$ cat src/rtl/ctrl_pkg.sv
// Shared encodings and the control bundle for the pipelined MIPS control path.
// Opcodes, funct codes, ALU operation codes and the per-instruction control record.
package ctrl_pkg;

    localparam int ALUC_W = 4;

    localparam logic [5:0] OP_RTYPE = 6'b000000;
    localparam logic [5:0] OP_J     = 6'b000010;
    localparam logic [5:0] OP_JAL   = 6'b000011;
    localparam logic [5:0] OP_BEQ   = 6'b000100;
    localparam logic [5:0] OP_BNE   = 6'b000101;
    localparam logic [5:0] OP_ADDI  = 6'b001000;
    localparam logic [5:0] OP_ANDI  = 6'b001100;
    localparam logic [5:0] OP_ORI   = 6'b001101;
    localparam logic [5:0] OP_XORI  = 6'b001110;
    localparam logic [5:0] OP_LUI   = 6'b001111;
    localparam logic [5:0] OP_LW    = 6'b100011;
    localparam logic [5:0] OP_SW    = 6'b101011;

    localparam logic [5:0] FN_SLL   = 6'b000000;
    localparam logic [5:0] FN_SRL   = 6'b000010;
    localparam logic [5:0] FN_ADD   = 6'b100000;
    localparam logic [5:0] FN_SUB   = 6'b100010;
    localparam logic [5:0] FN_AND   = 6'b100100;
    localparam logic [5:0] FN_OR    = 6'b100101;
    localparam logic [5:0] FN_XOR   = 6'b100110;
    localparam logic [5:0] FN_NOR   = 6'b100111;
    localparam logic [5:0] FN_SLT   = 6'b101010;

    localparam logic [ALUC_W-1:0] ALU_ADD = 4'b0000;
    localparam logic [ALUC_W-1:0] ALU_SUB = 4'b0010;
    localparam logic [ALUC_W-1:0] ALU_AND = 4'b0100;
    localparam logic [ALUC_W-1:0] ALU_OR  = 4'b0101;
    localparam logic [ALUC_W-1:0] ALU_XOR = 4'b0110;
    localparam logic [ALUC_W-1:0] ALU_NOR = 4'b0111;
    localparam logic [ALUC_W-1:0] ALU_SLT = 4'b1000;
    localparam logic [ALUC_W-1:0] ALU_SLL = 4'b1001;
    localparam logic [ALUC_W-1:0] ALU_SRL = 4'b1010;
    localparam logic [ALUC_W-1:0] ALU_LUI = 4'b1011;

    typedef enum logic [1:0] {
        BR_NONE = 2'b00,
        BR_BEQ  = 2'b01,
        BR_BNE  = 2'b10
    } branch_e;

    typedef enum logic [1:0] {
        M2R_ALU = 2'b00,
        M2R_MEM = 2'b01,
        M2R_PC4 = 2'b10
    } memtoreg_e;

    typedef struct packed {
        logic [ALUC_W-1:0] alucode;
        logic              alusrc_b;
        logic              regdst;
        branch_e           branch;
        logic              jump;
        logic              memread;
        logic              memwrite;
        logic              regwrite;
        memtoreg_e         memtoreg;
        logic              illegal;
    } ctrl_bundle_t;

endpackage

$ cat src/rtl/ctrl_decode.sv
// Combinational instruction decoder: opcode/funct to control bundle plus
// register-source usage flags for the load-use detector.
module ctrl_decode
    import ctrl_pkg::*;
#(
    parameter bit EXT_EN = 1'b1
) (
    input  logic [31:0]  i_inst,
    output ctrl_bundle_t o_ctrl,
    output logic         o_uses_rs,
    output logic         o_uses_rt
);

    logic [5:0]   w_op;
    logic [5:0]   w_fn;
    logic         w_ill;
    logic         w_rs;
    logic         w_rt;
    ctrl_bundle_t w_b;
    logic         w_unused_fields;

    assign w_op = i_inst[31:26];
    assign w_fn = i_inst[5:0];
    assign w_unused_fields = ^i_inst[25:6];

    always_comb begin
        w_b   = '0;
        w_ill = 1'b0;
        w_rs  = 1'b1;
        w_rt  = 1'b0;
        case (w_op)
            OP_RTYPE: begin
                w_b.regdst   = 1'b1;
                w_b.regwrite = 1'b1;
                w_rt         = 1'b1;
                case (w_fn)
                    FN_ADD: w_b.alucode = ALU_ADD;
                    FN_SUB: w_b.alucode = ALU_SUB;
                    FN_AND: w_b.alucode = ALU_AND;
                    FN_OR:  w_b.alucode = ALU_OR;
                    FN_XOR: w_b.alucode = ALU_XOR;
                    FN_NOR: w_b.alucode = ALU_NOR;
                    FN_SLT: begin
                        w_b.alucode = ALU_SLT;
                        w_ill       = !EXT_EN;
                    end
                    FN_SLL: begin
                        w_b.alucode = ALU_SLL;
                        w_rs        = 1'b0;
                        w_ill       = !EXT_EN;
                    end
                    FN_SRL: begin
                        w_b.alucode = ALU_SRL;
                        w_rs        = 1'b0;
                        w_ill       = !EXT_EN;
                    end
                    default: w_ill = 1'b1;
                endcase
            end
            OP_ADDI, OP_ANDI, OP_ORI, OP_XORI: begin
                w_b.alusrc_b = 1'b1;
                w_b.regwrite = 1'b1;
                case (w_op)
                    OP_ANDI: w_b.alucode = ALU_AND;
                    OP_ORI:  w_b.alucode = ALU_OR;
                    OP_XORI: w_b.alucode = ALU_XOR;
                    default: w_b.alucode = ALU_ADD;
                endcase
            end
            OP_LUI: begin
                w_b.alucode  = ALU_LUI;
                w_b.alusrc_b = 1'b1;
                w_b.regwrite = 1'b1;
                w_rs         = 1'b0;
                w_ill        = !EXT_EN;
            end
            OP_LW: begin
                w_b.alucode  = ALU_ADD;
                w_b.alusrc_b = 1'b1;
                w_b.memread  = 1'b1;
                w_b.regwrite = 1'b1;
                w_b.memtoreg = M2R_MEM;
            end
            OP_SW: begin
                w_b.alucode  = ALU_ADD;
                w_b.alusrc_b = 1'b1;
                w_b.memwrite = 1'b1;
                w_rt         = 1'b1;
            end
            OP_BEQ, OP_BNE: begin
                w_b.alucode = ALU_SUB;
                w_b.branch  = (w_op == OP_BEQ) ? BR_BEQ : BR_BNE;
                w_rt        = 1'b1;
            end
            OP_J, OP_JAL: begin
                w_b.jump = 1'b1;
                w_rs     = 1'b0;
                w_ill    = !EXT_EN;
                if (w_op == OP_JAL) begin
                    w_b.regwrite = 1'b1;
                    w_b.memtoreg = M2R_PC4;
                end
            end
            default: w_ill = 1'b1;
        endcase
        // An undecodable instruction has no side effects and reads no registers,
        // so it can never trigger a load-use stall.
        if (w_ill) begin
            w_b         = '0;
            w_b.illegal = 1'b1;
            w_rs        = 1'b0;
            w_rt        = 1'b0;
        end
    end

    assign o_ctrl    = w_b;
    assign o_uses_rs = w_rs;
    assign o_uses_rt = w_rt;

endmodule

$ cat src/rtl/ctrl_pipe.sv
// Pipelined control path: decodes ID, carries controls through ID/EX, EX/MEM,
// MEM/WB, and generates load-use stall and branch/jump flush.
module ctrl_pipe
    import ctrl_pkg::*;
#(
    parameter int ALU_W  = 4,
    parameter int REG_AW = 5,
    parameter bit EXT_EN = 1'b1
) (
    input  logic              clk,
    input  logic              reset,
    input  logic [31:0]       id_inst,
    input  logic              id_valid,
    input  logic              ex_take,
    output logic              stall,
    output logic              flush,
    output logic [ALU_W-1:0]  ex_alucode,
    output logic              ex_alusrc_b,
    output logic              ex_regdst,
    output logic [1:0]        ex_branch,
    output logic              ex_jump,
    output logic [REG_AW-1:0] ex_rs,
    output logic [REG_AW-1:0] ex_rt,
    output logic              mem_read,
    output logic              mem_write,
    output logic              wb_regwrite,
    output logic [1:0]        wb_memtoreg,
    output logic              ex_illegal
);

    ctrl_bundle_t      w_dec;
    logic              w_uses_rs;
    logic              w_uses_rt;
    logic [REG_AW-1:0] w_id_rs;
    logic [REG_AW-1:0] w_id_rt;
    logic              w_load_use;

    ctrl_bundle_t      r_idex;
    logic [REG_AW-1:0] r_ex_rs;
    logic [REG_AW-1:0] r_ex_rt;
    logic              r_mem_read;
    logic              r_mem_write;
    logic              r_mem_regwrite;
    memtoreg_e         r_mem_memtoreg;
    logic              r_wb_regwrite;
    memtoreg_e         r_wb_memtoreg;

    ctrl_decode #(
        .EXT_EN(EXT_EN)
    ) u_decode (
        .i_inst   (id_inst),
        .o_ctrl   (w_dec),
        .o_uses_rs(w_uses_rs),
        .o_uses_rt(w_uses_rt)
    );

    assign w_id_rs = id_inst[25 -: REG_AW];
    assign w_id_rt = id_inst[20 -: REG_AW];

    assign w_load_use = r_idex.memread & id_valid & (r_ex_rt != '0) &
                        ((w_uses_rs & (w_id_rs == r_ex_rt)) |
                         (w_uses_rt & (w_id_rt == r_ex_rt)));

    // A taken branch discards the instruction in ID, so there is nothing to stall for.
    assign flush = ex_take;
    assign stall = w_load_use & ~ex_take;

    always_ff @(posedge clk) begin
        if (reset) begin
            r_idex         <= '0;
            r_ex_rs        <= '0;
            r_ex_rt        <= '0;
            r_mem_read     <= 1'b0;
            r_mem_write    <= 1'b0;
            r_mem_regwrite <= 1'b0;
            r_mem_memtoreg <= M2R_ALU;
            r_wb_regwrite  <= 1'b0;
            r_wb_memtoreg  <= M2R_ALU;
        end else begin
            if (ex_take || w_load_use || !id_valid) begin
                r_idex  <= '0;
                r_ex_rs <= '0;
                r_ex_rt <= '0;
            end else begin
                r_idex  <= w_dec;
                r_ex_rs <= w_id_rs;
                r_ex_rt <= w_id_rt;
            end
            r_mem_read     <= r_idex.memread;
            r_mem_write    <= r_idex.memwrite;
            r_mem_regwrite <= r_idex.regwrite;
            r_mem_memtoreg <= r_idex.memtoreg;
            r_wb_regwrite  <= r_mem_regwrite;
            r_wb_memtoreg  <= r_mem_memtoreg;
        end
    end

    assign ex_alucode  = ALU_W'(r_idex.alucode);
    assign ex_alusrc_b = r_idex.alusrc_b;
    assign ex_regdst   = r_idex.regdst;
    assign ex_branch   = r_idex.branch;
    assign ex_jump     = r_idex.jump;
    assign ex_rs       = r_ex_rs;
    assign ex_rt       = r_ex_rt;
    assign ex_illegal  = r_idex.illegal;
    assign mem_read    = r_mem_read;
    assign mem_write   = r_mem_write;
    assign wb_regwrite = r_wb_regwrite;
    assign wb_memtoreg = r_wb_memtoreg;

endmodule
$ cat config.mk
export PLATFORM = sky130hd
export DESIGN_NAME = ctrl_pipe
export DESIGN_NICKNAME = d
export VERILOG_FILES = /design/src/rtl/ctrl_pkg.sv /design/src/rtl/ctrl_decode.sv /design/src/rtl/ctrl_pipe.sv
export SDC_FILE = /design/constraint.sdc
export NUM_CORES = 1
export LEC_CHECK = 0
export ABC_AREA = 1
export CAP_MARGIN = 20
export CORE_AREA = 3 3 70 72
export CTS_CLUSTER_SIZE = 8
export DETAILED_ROUTE_END_ITERATION = 10
export DIE_AREA = 0 0 73 75
export PLACE_DENSITY = 0.77
export SETUP_SLACK_MARGIN = 0.02
export SLEW_MARGIN = 20
export SYNTH_ARGS = -nofsm -noshare
export SYNTH_HDL_FRONTEND = slang
export SYNTH_SLANG_ARGS = --single-unit
$ cat constraint.sdc
create_clock -name clk -period 1.3 [get_ports clk]
set_input_delay 0.195 -clock clk [delete_from_list [all_inputs] [get_ports clk]]
set_output_delay 0.195 -clock clk [all_outputs]
set_load 0.02 [all_outputs]
After elaboration in Yosys (flattened, before gate mapping) --
Index checks and enable logic that the tools add are counted.
Word-level totals: register bits 33, input bits 36, logic and storage cells 87, output and inout port bits 27
Cells by class: eq/ne operators 21, bitwise operators 9, reductions and logical operators 19, mux-type cells 20
Operators with widths (count):
- $eq 6x6->1 const B | 9
- $pmux 4 s8 | 1
- $eq 6x4->1 const B | 5
- $eq 6x2->1 const B | 3
- $pmux 4 s4 | 1
- $reduce_or 7->1 | 2
- $eq 6x3->1 const B | 2
- $logic_not 6->1 | 2
- $reduce_or 4->1 | 3
- $mux 1 | 11
- $reduce_or 11->1 | 1
- $eq 5x5->1 | 2
- $pmux 3 s3 | 1
- $reduce_or 9->1 | 1
- $reduce_or 2->1 | 4
- $and 1x1->1 | 6
- $pmux 1 s2 | 3
- $reduce_or 3->1 | 2
- $reduce_bool 5->1 | 1
- $pmux 2 s2 | 1
- $mux 3 | 1
- $logic_or 1x1->1 | 2
- $mux 2 | 1
- $not 1->1 | 2
- 2 further kinds | 2

Depth between registers and ports, before layout --
word-level depth 11, depth in mapped cells 11

By module --
From an unflattened synthesis, not the netlist that was laid out.
Second synthesis, totals: cell total of the unflattened synthesis 259, area, all modules 1751.7 um^2
Modules (own cells, without submodules):
- ctrl_pipe | cells each 161, area each 1275.0 um^2, times used 1
- ctrl_decode | cells each 98, area each 476.7 um^2, times used 1

Least setup slack after synthesis --
OpenSTA, ideal clock, no wires.
kind reg-to-output, from register r_ex_rt[4] (netlist: ex_rt[4]), to output stall, arrival 1.335 ns, data required time 1.105 ns, stages on the path, launching flop included 8, path buffers 0, path slack -0.230 ns, cells stage by stage dfxtp_1 xnor2_1 nand2_1 nor2_1 nand3_1 nand2_1 nand4_4 nor2_1
On the way: cells in the longest elaborated chain, start to end 5
Ends and longest elaborated chain:
- start: declaration | line ctrl_pipe.sv:40 | logic [REG_AW-1:0] r_ex_rt;
- start signal: assignment | line ctrl_pipe.sv:87 | r_ex_rt <= w_id_rt;
- $eq 5x5->1, on equally long branches | line ctrl_pipe.sv:61, ctrl_pipe.sv:62
- $and 1x1->1, on equally long branches | line ctrl_pipe.sv:61, ctrl_pipe.sv:62
- $or 1x1->1 | line ctrl_pipe.sv:61 | ((w_uses_rs & (w_id_rs == r_ex_rt)) |
- $and 1x1->1 (*) | line ctrl_pipe.sv:60 | assign w_load_use = r_idex.memread & id_valid & (r_ex_rt != '0) &
- $and 1x1->1 (*) | line ctrl_pipe.sv:66 | assign stall = w_load_use & ~ex_take;
- end: declaration | line ctrl_pipe.sv:15 | output logic stall,
Every way passes the cells marked *; elsewhere a longest branch is shown, timed or not.

Worst setup path after layout --
from input id_inst[31], to output stall
On the way: cells in the longest elaborated chain, start to end 8
Ends and longest elaborated chain:
- start: declaration | line ctrl_pipe.sv:12 | input logic [31:0] id_inst,
- $eq 6x6->1, or another cell as far along | line ctrl_decode.sv:31 | case (w_op)
- $reduce_or 11->1 (no source line), or another cell as far along
- $pmux 1 s2 or $mux 1 (tied branches) | line ctrl_decode.sv:31
- $mux 1 | line ctrl_decode.sv:108 | if (w_ill) begin
- $and 1x1->1, on equally long branches | line ctrl_pipe.sv:61, ctrl_pipe.sv:62
- $or 1x1->1 (*) | line ctrl_pipe.sv:61
- $and 1x1->1 (*) | line ctrl_pipe.sv:60
- $and 1x1->1 (*) | line ctrl_pipe.sv:66
Marks and branches as above.

==> results.py <==
metrics = {
    "outcome": {
        "status": "complete, but fails checks",
        "violations": "setup timing",
    },
    "sta": {
        "max_freq_mhz": 544,
        "final.setup.tns_ps": -8590,
        "period_needed_ps": 1840,
        "slew_viol_final": 0,
        "tightest_slew_ps": 430,
        "slew-limit-headroom_pct": 71.1,
        "period_share_pct": 142,
        "hold_slack_ps": 215,
        "finClkSkew_ps": 8.77,
        "hold_viol": 0,
        "finalSetupViolCount": 27,
        "worst_slack_ps": -540,
        "rsz0062_at_grt": "true",
    },
    "critical_path": {
        "path_cells": "dlygate4sd2_1 -> nor2_4 -> buf_12 -> nand3_1 -> nand3_1 -> nand2_1 -> nand2_2 -> nand4_4 -> nor2_4 -> buf_6",
        "r2r_start": "ex_rt[0]$_SDFF_PP0_",
        "r2r_setup_slack_ps": -330,
        "reg2reg_depth": 10,
        "slowest_stage": "dlygate4sd2_1",
        "required_ps": 1110,
        "startpoint_type": "input port",
        "worstSetupPathType": "input port to output pin",
        "timing.rr.end": "ex_alucode[3]$_SDFF_PP0_",
        "critPathArrivalTime_ps": 1640,
        "worstSetupEndpointType": "output pin",
        "crit_fanout": 6,
        "critPathMaxStageDelay_ps": 270,
    },
    "routing": {
        "vias": 1689,
        "drt-initial-drc-count": 70,
        "wl_um": 4870,
        "drc": 0,
        "wl_per_cell_um": 13.2,
        "first_pass_iters": 4,
        "routed_via_density": 4.58,
        "ant_nets": 0,
    },
    "placed_design": {
        "preCtsSetupSlack_ps": -1070,
        "portBuffers": 52,
        "gp_congestion": 1.09,
        "post-place-cells": 345,
        "dpl_cell_area_um2": 2420,
        "post-dp-hpwl_um": 3090,
    },
    "cells_and_area": {
        "area_growth_pct": 72.8,
        "drive_above_1_share_pct": 41.3,
        "final_nets": 352,
        "instances_no_fill": 369,
        "diodes": 0,
        "design_area_um2": 2860,
        "regArea_um2": 677,
        "multi_input_area_um2": 995,
        "fill_cells": 311,
        "fin_util_pct": 65.8,
    },
    "global_routing": {
        "antenna_found_initial": 0,
        "grt_use_total_pct": 16.7,
        "grt_pass1_vias": 1623,
        "grt_max_degree": 11,
        "grt_overflow": 0,
        "grt_pass1_wl_um": 6970,
    },
    "synthesis": {
        "yosysTopAreaCell": "dfxtp_1",
        "ys_types": 27,
        "yosysWarnings": 0,
        "synth_top_area_share_pct": 39.8,
        "yosysSeqAreaShare_pct": 39.8,
        "avgSynthCellArea_um2": 7.50,
        "syn_inst": 221,
        "synth_area_um2": 1660,
        "synth-seq-cells": 33,
        "syn-num-nets": 257,
        "synthTopCellsByArea": "dfxtp_1 40%, nor2_1 10%, inv_1 8.8%",
    },
    "cts": {
        "clk_pin_slew_ps": 60,
        "cts_root_buffer": "clkbuf_8",
        "cts.sinks": 33,
        "cts_tree": "done",
        "clockBufferDepth": 2,
        "cts_buffers": 5,
        "clk-insertion-delay-late_ps": 280,
        "cts_max_level": 2,
    },
    "min_path": {
        "min_from": "id_inst[20]",
        "hold_class": "input port to flop",
        "min_path_cells": 3,
        "hold-path-endpoint": "ex_rt[4]$_SDFF_PP0_",
    },
    "die": {
        "placementRows": 24,
        "coreArea_um2": 4350,
        "die_h_um": 75,
        "start_util_pct": 38.1,
        "fp.dieArea_um2": 5480,
        "die_w_um": 73,
        "num_io_pins": 63,
    },
    "power_and_ir_drop": {
        "p_total_mw": 2.26,
        "ir_drop_mv": 0.654,
        "pwr_density_cell_nw_per_um2": 788,
        "p_leak_nw": 1.36,
    },
    "job": {
        "maxCapViolCount": 0,
    },
}
[kinds of logic after synthesis]
kind of cell	count (synthesis)	share of synthesized area (%)
buffers and inverters	51	14.2
and+or+nand+nor	121	38.7
AOI/OAI and AO/OA	10	4.08
xor gates and xnor gates	6	3.17
DFF	33	39.8
[sequential cells by signal, summed over array words and instances (netlist names), 2 cells and up]
register        count
ex_alucode          4
ex_branch           2
ex_rs               5
ex_rt               5
r_idex              5
r_mem_memtoreg      2
wb_memtoreg         2
[worst max-delay path: cells and delay by family]
| family | cells | cell delay, ps |
|---|---|---|
| buffers and inverters | 3 | 540 |
| AND/OR/NAND/NOR | 7 | 890 |
[layout make-up]
type | instances | area share (%)
flip-flops and latches | 33 | 23.6
multi-input cells | 138 | 34.7
repair buffers | 97 | 30.4
clock buffers | 7 | 3.36
well taps | 52 | 2.27
clock inverters | 1 | 0.175
inverters | 41 | 5.46
[cell usage after synthesis]
master / instances
nor3_1: 1
o221ai_1: 1
o211ai_1: 2
inv_2: 2
nor2_2: 5
dfxtp_1: 33
a21boi_0: 1
xnor2_1: 5
o21ai_0: 1
buf_2: 1
nand3_2: 3
nand2_1: 30
o21a_1: 1
nand3_1: 18
inv_1: 39
nor2_4: 12
a21oi_1: 3
clkbuf_1: 1
nor2_1: 46
nand2_2: 3
nand4_4: 1
a311oi_1: 1
nand3_4: 1
nor3b_1: 1
xor2_1: 1
buf_4: 7
buf_12: 1
[timing repair]
item                       in CTS  in global routing
pin swaps                      14                 10
resized for setup              77                 46
gates cloned                    1                  1
buffers inserted                9                  6
setup endpoints to repair      52                 27
hold buffers                    0                  0
[worst max-delay path by stage]
stage	start	to
floorplan	ex_rt[4]$_SDFF_PP0_	ex_alusrc_b$_SDFF_PP0_
global placement	id_inst[26]	stall
detailed placement	id_inst[28]	stall
CTS	ex_rt[0]$_SDFF_PP0_	stall
global route	id_inst[31]	stall
finish	id_inst[31]	stall
[power by group]
| group | switching (mW) | internal, mW |
|---|---|---|
| clock network | 0.359 | 0.478 |
| logic | 0.212 | 0.185 |
| registers | 0.00777 | 1.02 |
[cells in the final DEF, fill, tap and decap left out, types with 2 or more instances in the layout]
cell	count
nor2_1	25
dfxtp_1	28
nor2_4	26
dlygate4sd2_1	35
a21oi_1	2
xnor2_2	3
clkbuf_2	3
nand3_1	11
xnor2_1	2
buf_6	6
o211ai_1	2
nand2_1	26
nand2_2	5
nand3_2	10
clkbuf_8	7
inv_1	35
dfxtp_4	4
nand2_8	2
buf_4	37
inv_2	5
clkdlybuf4s50_1	10
nor2_2	12
buf_12	2
[routing by layer]
metal  global-route usage (%)  share of wire [%]  wire [µm]
met5                        0                  0          0
met1                     18.6                 40       1950
met2                     29.9                 53       2580
met4                     6.76                2.3        112
met3                     4.81                4.8        232
Note: power is estimated with default switching activity, not from simulation.
